<file path="src/rtl/xdma_stream_engine.sv">
// XDMA user-side stream engine: per-channel H2C->C2H loopback FIFO, C2H pattern
// generator and H2C pattern checker, selected by a shared mode input.
`timescale 1ns/1ps
module xdma_stream_engine #(
    parameter int C_DATA_WIDTH    = 64,
    parameter int C_XDMA_NUM_CHNL = 1,
    parameter int FIFO_DEPTH      = 16,
    parameter int PKT_BEATS       = 256
) (
    input  logic                                        user_clk,
    input  logic                                        sys_rst,
    input  logic [1:0]                                  mode,
    input  logic [C_XDMA_NUM_CHNL*C_DATA_WIDTH-1:0]     m_axis_h2c_tdata,
    input  logic [C_XDMA_NUM_CHNL*C_DATA_WIDTH/8-1:0]   m_axis_h2c_tkeep,
    input  logic [C_XDMA_NUM_CHNL-1:0]                  m_axis_h2c_tlast,
    input  logic [C_XDMA_NUM_CHNL-1:0]                  m_axis_h2c_tvalid,
    output logic [C_XDMA_NUM_CHNL-1:0]                  m_axis_h2c_tready,
    output logic [C_XDMA_NUM_CHNL*C_DATA_WIDTH-1:0]     s_axis_c2h_tdata,
    output logic [C_XDMA_NUM_CHNL*C_DATA_WIDTH/8-1:0]   s_axis_c2h_tkeep,
    output logic [C_XDMA_NUM_CHNL-1:0]                  s_axis_c2h_tlast,
    output logic [C_XDMA_NUM_CHNL-1:0]                  s_axis_c2h_tvalid,
    input  logic [C_XDMA_NUM_CHNL-1:0]                  s_axis_c2h_tready,
    output logic [C_XDMA_NUM_CHNL-1:0]                  chk_err,
    output logic [3:0]                                  leds
);
    localparam int W     = C_DATA_WIDTH;
    localparam int KW    = C_DATA_WIDTH / 8;
    localparam int REPS  = C_DATA_WIDTH / 32;
    localparam int PTR_W = $clog2(FIFO_DEPTH);
    localparam int CNT_W = PTR_W + 1;
    localparam int ENT_W = W + KW + 1;

    localparam logic [1:0] MODE_LOOP = 2'b00;
    localparam logic [1:0] MODE_GEN  = 2'b01;
    localparam logic [1:0] MODE_CHK  = 2'b10;
    localparam logic [1:0] MODE_IDLE = 2'b11;

    logic [1:0]  mode_reg;
    logic        quiet_reg;
    logic [25:0] heartbeat_reg;
    logic        mode_change;
    logic        loop_act;
    logic        gen_act;
    logic        chk_act;

    assign mode_change = (mode != mode_reg);

    // quiet_reg marks the single dead cycle that follows every mode change
    always_ff @(posedge user_clk or posedge sys_rst) begin
        if (sys_rst) begin
            mode_reg      <= MODE_IDLE;
            quiet_reg     <= 1'b1;
            heartbeat_reg <= '0;
        end else begin
            mode_reg      <= mode;
            quiet_reg     <= mode_change;
            heartbeat_reg <= heartbeat_reg + 26'd1;
        end
    end

    assign loop_act = (mode_reg == MODE_LOOP) && !quiet_reg;
    assign gen_act  = (mode_reg == MODE_GEN)  && !quiet_reg;
    assign chk_act  = (mode_reg == MODE_CHK)  && !quiet_reg;

    genvar gi;
    generate
        for (gi = 0; gi < C_XDMA_NUM_CHNL; gi++) begin : g_chnl
            logic [ENT_W-1:0] mem [FIFO_DEPTH];
            logic [PTR_W-1:0] wr_ptr_reg;
            logic [PTR_W-1:0] rd_ptr_reg;
            logic [CNT_W-1:0] count_reg;
            logic [31:0]      seq_reg;     // generator seq, or checker exp
            logic [15:0]      beat_reg;
            logic             err_reg;
            logic [W-1:0]     h2c_data;
            logic [KW-1:0]    h2c_keep;
            logic [W-1:0]     pattern;
            logic [ENT_W-1:0] head;
            logic             full;
            logic             empty;
            logic             gen_last;
            logic             h2c_xfer;
            logic             c2h_xfer;
            logic             push;
            logic             pop;
            logic             chk_bad;

            assign h2c_data = m_axis_h2c_tdata[gi*W +: W];
            assign h2c_keep = m_axis_h2c_tkeep[gi*KW +: KW];
            assign pattern  = {REPS{seq_reg}};
            assign head     = mem[rd_ptr_reg];
            assign full     = (count_reg == CNT_W'(FIFO_DEPTH));
            assign empty    = (count_reg == '0);
            assign gen_last = (beat_reg == 16'(PKT_BEATS - 1));

            assign m_axis_h2c_tready[gi]        = (loop_act && !full) || gen_act || chk_act;
            assign s_axis_c2h_tvalid[gi]        = (loop_act && !empty) || gen_act;
            assign s_axis_c2h_tdata[gi*W +: W]  = loop_act ? head[ENT_W-1 -: W] : pattern;
            assign s_axis_c2h_tkeep[gi*KW +: KW] = loop_act ? head[KW:1] : {KW{1'b1}};
            assign s_axis_c2h_tlast[gi]         = loop_act ? head[0] : gen_last;
            assign chk_err[gi]                  = err_reg;

            assign h2c_xfer = m_axis_h2c_tready[gi] && m_axis_h2c_tvalid[gi];
            assign c2h_xfer = s_axis_c2h_tvalid[gi] && s_axis_c2h_tready[gi];
            assign push     = loop_act && h2c_xfer;
            assign pop      = loop_act && c2h_xfer;
            assign chk_bad  = (h2c_data != pattern) || (h2c_keep != {KW{1'b1}}) ||
                              (m_axis_h2c_tlast[gi] != gen_last);

            always_ff @(posedge user_clk) begin
                if (push)
                    mem[wr_ptr_reg] <= {h2c_data, h2c_keep, m_axis_h2c_tlast[gi]};
            end

            // Idle and mode changes both discard FIFO contents and restart counters
            always_ff @(posedge user_clk or posedge sys_rst) begin
                if (sys_rst) begin
                    wr_ptr_reg <= '0;
                    rd_ptr_reg <= '0;
                    count_reg  <= '0;
                    seq_reg    <= '0;
                    beat_reg   <= '0;
                    err_reg    <= 1'b0;
                end else if (mode_change || (mode_reg == MODE_IDLE)) begin
                    wr_ptr_reg <= '0;
                    rd_ptr_reg <= '0;
                    count_reg  <= '0;
                    seq_reg    <= '0;
                    beat_reg   <= '0;
                    err_reg    <= 1'b0;
                end else begin
                    if (push)
                        wr_ptr_reg <= wr_ptr_reg + 1'b1;
                    if (pop)
                        rd_ptr_reg <= rd_ptr_reg + 1'b1;
                    if (push && !pop)
                        count_reg <= count_reg + 1'b1;
                    else if (pop && !push)
                        count_reg <= count_reg - 1'b1;
                    if ((gen_act && c2h_xfer) || (chk_act && h2c_xfer)) begin
                        seq_reg  <= seq_reg + 32'd1;
                        beat_reg <= gen_last ? 16'd0 : beat_reg + 16'd1;
                    end
                    if (chk_act && h2c_xfer && chk_bad)
                        err_reg <= 1'b1;
                end
            end
        end
    endgenerate

    assign leds = {heartbeat_reg[25], mode_reg[1], mode_reg[0], |chk_err};

endmodule

</file>
<file path="config.mk">
export PLATFORM = sky130hd
export DESIGN_NAME = xdma_stream_engine
export DESIGN_NICKNAME = d
export VERILOG_FILES = /design/src/rtl/xdma_stream_engine.sv
export SDC_FILE = /design/constraint.sdc
export NUM_CORES = 1
export LEC_CHECK = 0
export BUFFER_PORTS_ARGS = -buffer_cell sky130_fd_sc_hd__buf_2
export CELL_PAD_IN_SITES_DETAIL_PLACEMENT = 1
export CELL_PAD_IN_SITES_GLOBAL_PLACEMENT = 1
export CORE_ASPECT_RATIO = 1.25
export CORE_MARGIN = 10
export CORE_UTILIZATION = 55
export DETAILED_ROUTE_END_ITERATION = 16
export PLACE_DENSITY = 0.88
export SLEW_MARGIN = 20
export SYNTH_ARGS = -nofsm -noshare
export SYNTH_HDL_FRONTEND = slang
export SYNTH_SLANG_ARGS = --single-unit
</file>
<file path="constraint.sdc">
create_clock -name user_clk -period 9.6 [get_ports user_clk]
set_input_delay 0.48 -clock user_clk [delete_from_list [all_inputs] [get_ports user_clk]]
set_output_delay 0.48 -clock user_clk [all_outputs]
set_load 0.05 [all_outputs]
</file>
### Word-level counts from Yosys, hierarchy flattened

Memory sizes are Yosys's and may differ from the RTL's.
Index checks and enable logic that the tools add are counted.

| storage, ports and cells | value |
|---|---|
| output and inout port bits | 80 |
| RAM bits | 1168 |
| bits in registers | 91 |
| logic and storage cells | 78 |
| memories | 1 |

| cells by class | value |
|---|---|
| $add $sub $neg | 7 |
| equality and inequality tests | 9 |
| reduce and logical (&&, ||, !) cells | 33 |
| multiplexer cells | 19 |

Memories:

| memory | words | width | read ports | clocked after Yosys merged registers in | wr ports | line | text |
|---|---|---|---|---|---|---|---|
| g_chnl[0].mem | 16 | 73 | 1 | 0 | 1 | 68 | `logic [ENT_W-1:0] mem [FIFO_DEPTH];` |

Operators with widths:

| cell | number |
|---|---|
| $mux 32 | 2 |
| $mux 64 | 1 |
| $ne 64x64->1 | 1 |
| $mux 16 | 3 |
| $add 32x1->32 const B | 1 |
| $add 26x1->26 const B | 1 |
| $add 16x1->16 const B | 1 |
| $eq 16x8->1 const B | 1 |
| $mux 4 | 4 |
| $mux 5 | 3 |
| $logic_and 1x1->1 | 14 |
| $add 4x1->4 const B | 2 |
| $mux 8 | 1 |
| $ne 8x8->1 const B | 1 |
| $reduce_bool 2->1 | 4 |
| $logic_or 1x1->1 | 7 |
| $add 5x1->5 const B | 1 |
| $eq 5x5->1 const B | 1 |
| $logic_not 1->1 | 5 |
| $logic_not 5->1 | 1 |
| $mux 1 | 5 |
| $sub 5x1->5 const B | 1 |
| $eq 2x2->1 const B | 2 |
| $reduce_bool 3->1 | 1 |
| other kinds (4) | 4 |

### Depth between registers and ports, before layout

| logic depth | value |
|---|---|
| depth in word-level cells | 12 |
| mapped depth | 11 |
| mapped depth without buffers | 9 |

### Worst setup path before layout

Ideal clock, no wire load.

| timing path | value |
|---|---|
| path kind | register to register |
| start | register quiet_reg |
| end | memory g_chnl[0].mem[4][0] in the netlist's numbering, enable pin |
| arrival | 6.405 ns |
| setup slack | 2.602 ns |
| cell stages (with the launch flop) | 7 |
| data required time | 9.006 ns |
| library setup time | 0.594 ns |
| period minus slack after synthesis | 6.998 ns |
| cell sequence | dfstp_2 > buf_2 > nand2b_1 > a2111oi_0 > buf_2 > nand2_1 > nor3_1 |

| between the ends | value |
|---|---|
| longest elaborated chain between the ends | 9 |

Ends and longest elaborated chain:

| item | line | text |
|---|---|---|
| start: declaration | 39 | `logic quiet_reg;` |
| start signal: assignment | 56 | `quiet_reg <= mode_change;` |
| $logic_not 1->1 (*) | 61, 62, 63 |  |
| $logic_and 1x1->1 | 61 | `assign loop_act = (mode_reg == MODE_LOOP) && !quiet_reg;` |
| $logic_and 1x1->1 | 96 | `assign m_axis_h2c_tready[gi] = (loop_act && !full) \|\| gen_act \|\| chk_act;` |
| $logic_or 1x1->1 (2 in series) | 96 |  |
| $logic_and 1x1->1 | 103 | `assign h2c_xfer = m_axis_h2c_tready[gi] && m_axis_h2c_tvalid[gi];` |
| $logic_and 1x1->1 (*) | 105 | `assign push = loop_act && h2c_xfer;` |
| $mux 1 (*) | 111 | `if (push)` |
| $mux 1 (not written as such) (*) | 112 | `mem[wr_ptr_reg] <= {h2c_data, h2c_keep, m_axis_h2c_tlast[gi]};` |
| end: declaration | 68 |  |

Mark *: on every way between the ends. The rest lies on a longest branch, timed or not.

### Worst setup path in the final report

| timing path | value |
|---|---|
| start | register g_chnl[0].rd_ptr_reg[0] |
| end | output port s_axis_c2h_tkeep[6] |

| between the ends | value |
|---|---|
| longest elaborated chain between the ends | 2 |

Ends and longest elaborated chain:

| item | line | text |
|---|---|---|
| start: declaration | 70 | `logic [PTR_W-1:0] rd_ptr_reg;` |
| start signal: assignment | 135 | `rd_ptr_reg <= rd_ptr_reg + 1'b1;` |
| $mem_v2 16x73 | - |  |
| $mux 8 | 99 | `assign s_axis_c2h_tkeep[gi*KW +: KW] = loop_act ? head[KW:1] : {KW{1'b1}};` |
| end: declaration | 19 | `output logic [C_XDMA_NUM_CHNL*C_DATA_WIDTH/8-1:0] s_axis_c2h_tkeep,` |

Every way passes these cells.

==> impl_results.md <==
* Die Wd at between 200 and 300 µm
* Async set-reset flop share out of synthesis at 0.0723
* DP HPWL at just over 80000 µm
* Slew Limit Fails at 0
* Final Skew at 53.2 ps
* Final setup violation count at 0
* Post-synth EDFFs at about 1200
* Worst path slowest cell: buf_4
* WP data required at slightly above 9000 ps
* PortBufs at about 160
* Worst VDD drop at approximately 0.18 mV
* DRT iter0 DRCs at roughly 4000
* Synth Instances at around 2400
* Iteration count of the initial detailed-routing pass at 7
* Via density at about 7
* Reg clk slew, reported paths at 70 ps
* Vias in the first global route at 29100
* ANT nets after route at 0
* Sequential fraction of the synthesis area at 0.744
* Main synth FF type: edfxtp_1
* RSZ-0062 raised after global routing: no
* Row count at 123
* Global-route wire length before repair at ~220000 µm
* DRC violations left at 0
* Initial Utilization at 0.556
* Post-Synthesis Cell Area at between 50000 and 60000 µm²
* CP startpoint kind: flop
* Hold slack at 167 ps
* Final hold vios at 0
* Worst Max-Slew Pin Slew at 1370 ps
* Worst EP arrival at roughly 4700 ps
* Fin cells at a little under 4000
* Synth unique cells at between 60 and 70
* Number of flip-flops in the largest register at around 1200
* Die Height at roughly 360 µm
* Fmax at a little under 200 MHz
* Final WL at 150000 µm
* Stages on worst setup path at 6
* Largest net degree at the start of global routing at ~160
* Placer's final routability congestion estimate at a little over 0.9
* Post-Syn Nets at between 2000 and 3000
* Period utilisation layout at 0.542
* Hold path cells at 1
* Share of cells above drive strength 1 at 0.276
* Most frequent cell after synthesis: edfxtp_1
* CTS Buf Count at between 100 and 150
* Crit path kind: reg -> out
* Routed length per placed instance at a little under 40 µm
* Pre-CTS WS at 5070 ps
* GR Util All Layers at 0.288
* Setup slack after layout at roughly 4400 ps
* Synth top area cells: edfxtp_1, mux4_2, dfrtp_1, nand2_1, mux4_1
* CP peak stage delay at between 800 and 900 ps
* Top cell family by delay on the critical path: buffers and inverters
* Area share of the largest cell type after synthesis at 0.698
* H-tree depth at 3
* CP bufs+invs at 3
* CP max FO at between 40 and 50
* Post-CTS Setup Bufs at 0
* LEAKAGE at 17.9 nW
* Outcome: finished, final reports clean
* Root Buffer: clkbuf_16
* Gr ovfl total at 0
* Syn Area/Cell at ~21 µm²
* Yosys top cell by area: edfxtp_1
* Tmin final at approximately 5200 ps
* Synth top cells by count: edfxtp_1, mux4_2, nand2_1
* R2R depth at 6
* Dpl cells at roughly 3700
* PD cells at between 150 and 200 nW/µm²
* DR vias at about 27000
* Hold Crit Class: in -> reg
* Initial antenna violation count at 35
* Clock Latency Late Sink at 730 ps
* Sink Count at ~1300
* MaxCap Viol Count at 0
* NumNets Final at 2700
* Die area at about 100000 µm²
* I/O pins at about 160
* Worst setup EP type: primary output
* Layout area overhead at 11.5%
* Synthesis Warnings at 0
* CTS max path bufs at 3
* Relative slew slack at 0.0639
* Core box area at 90300 µm²
* CTS tree: built
* Setup Total Neg Slack at 0 ps
* Critical path cell sequence: buf_4 -> buf_4 -> mux4_2 -> mux4_2 -> nand2b_1 -> buf_2
* Synthesized flop and latch total at 1259
[routing by layer]
metal  track usage  vias up  wire length (µm)  part of all wire
li1              -    10300                 -                 -
met1         0.342    14100             48200              0.32
met2         0.482     2330             75300              0.50
met3        0.0809      589             18200              0.12
met4         0.147       30              8260             0.055
met5             0        -               229            0.0015
[cell usage in the layout, fill, tap and decap left out, types with 5 or more instances in the layout]
master | synthesis | routed
a21oi_1 | 18 | 18
and2_4 | 0 | 8
and3_1 | 15 | 15
and4_1 | 6 | 6
buf_2 | 31 | 158
buf_4 | 3 | 42
bufinv_16 | 0 | 11
clkbuf_1 | 53 | 20
clkbuf_16 | 0 | 121
clkinv_1 | 0 | 37
clkinv_2 | 0 | 17
clkinvlp_4 | 0 | 5
dfrtp_1 | 88 | 84
diode_2 | 0 | 13
edfxtp_1 | 1168 | 1168
ha_1 | 12 | 12
inv_1 | 21 | 20
mux2i_1 | 5 | 5
mux4_1 | 17 | 17
mux4_2 | 348 | 348
nand2_1 | 203 | 203
nand2b_1 | 11 | 11
nand3_1 | 34 | 34
nand4_1 | 30 | 30
nor2_1 | 74 | 70
nor3_1 | 26 | 21
nor3_2 | 1 | 5
nor4_1 | 8 | 8
o21ai_0 | 17 | 17
o22ai_1 | 5 | 5
o31ai_1 | 6 | 6
or3_1 | 12 | 12
xnor2_1 | 48 | 48
xor2_1 | 45 | 45
[worst register-to-register path: cells and delay by family (launching register included)]
| kind | cells | cell delay, ps |
|---|---|---|
| AO/OA/AOI/OAI | 1 | 470 |
| buffers and inverters | 2 | 1080 |
| flip-flops | 1 | 450 |
| AND/OR/NAND/NOR | 3 | 1720 |
[power breakdown]
part,internal (mW),leakage (nW),total (mW),switching [mW]
combinational,0.0379,4.37,0.215,0.177
sequential,6.00,11.7,6.00,0.00564
clock,2.58,1.81,4.65,2.07
[repair_timing]
item	4_1_cts	5_1_grt
endpoints found under the hold margin	34	0
hold buffers	3	0
resized for setup	0	0
[cell families (layout without fill, tap and decap cells)]
logic type	count (synthesis)	count (layout)	synth area share
other	0	13	0
buffers and inverters	151	441	0.0171
AOI/OAI and AO/OA	78	78	0.0113
adders and majority gates	13	13	0.00339
and+or+nand+nor	448	448	0.0421
DFF	1259	1259	0.744
xor gates and xnor gates	93	93	0.0162
muxes	370	370	0.166
[area by class of cell]
cell class | count | area (µm²)
antenna | 13 | 32.5
clock buffer | 141 | 3100
clock inverter | 73 | 637
fill | 7347 | 34300
inverter | 21 | 80.1
multi-input combinational | 1002 | 12100
sequential | 1259 | 37400
tap | 1187 | 1490
timing repair buffer | 206 | 1200
[metrics by stage]
step                      power [mW]  instance area (µm²)   util
after global routing            11.1                56000  0.620
final                           10.9                56000  0.620
after floorplan                 6.19                50200      -
after detailed placement        6.32                52200  0.577
after CTS                       10.9                55900  0.619
after global placement          6.30                52200  0.577
[path summary, 6_finish.rpt]
path,startpoint,endpoint,slack (ps)
worst max-delay path,g_chnl[0].rd_ptr_reg[0],s_axis_c2h_tkeep[6],4400
worst min-delay path,m_axis_h2c_tkeep[4],g_chnl[0].mem[0][5],170
worst max register to register,quiet_reg,g_chnl[0].mem[2][72],5440
worst min register to register,heartbeat_reg[0],heartbeat_reg[0],460
max in group asynchronous,sys_rst,g_chnl[0].rd_ptr_reg[3],7880
min in group asynchronous,sys_rst,g_chnl[0].beat_reg[6],360
(Power assumes the default switching activity.)
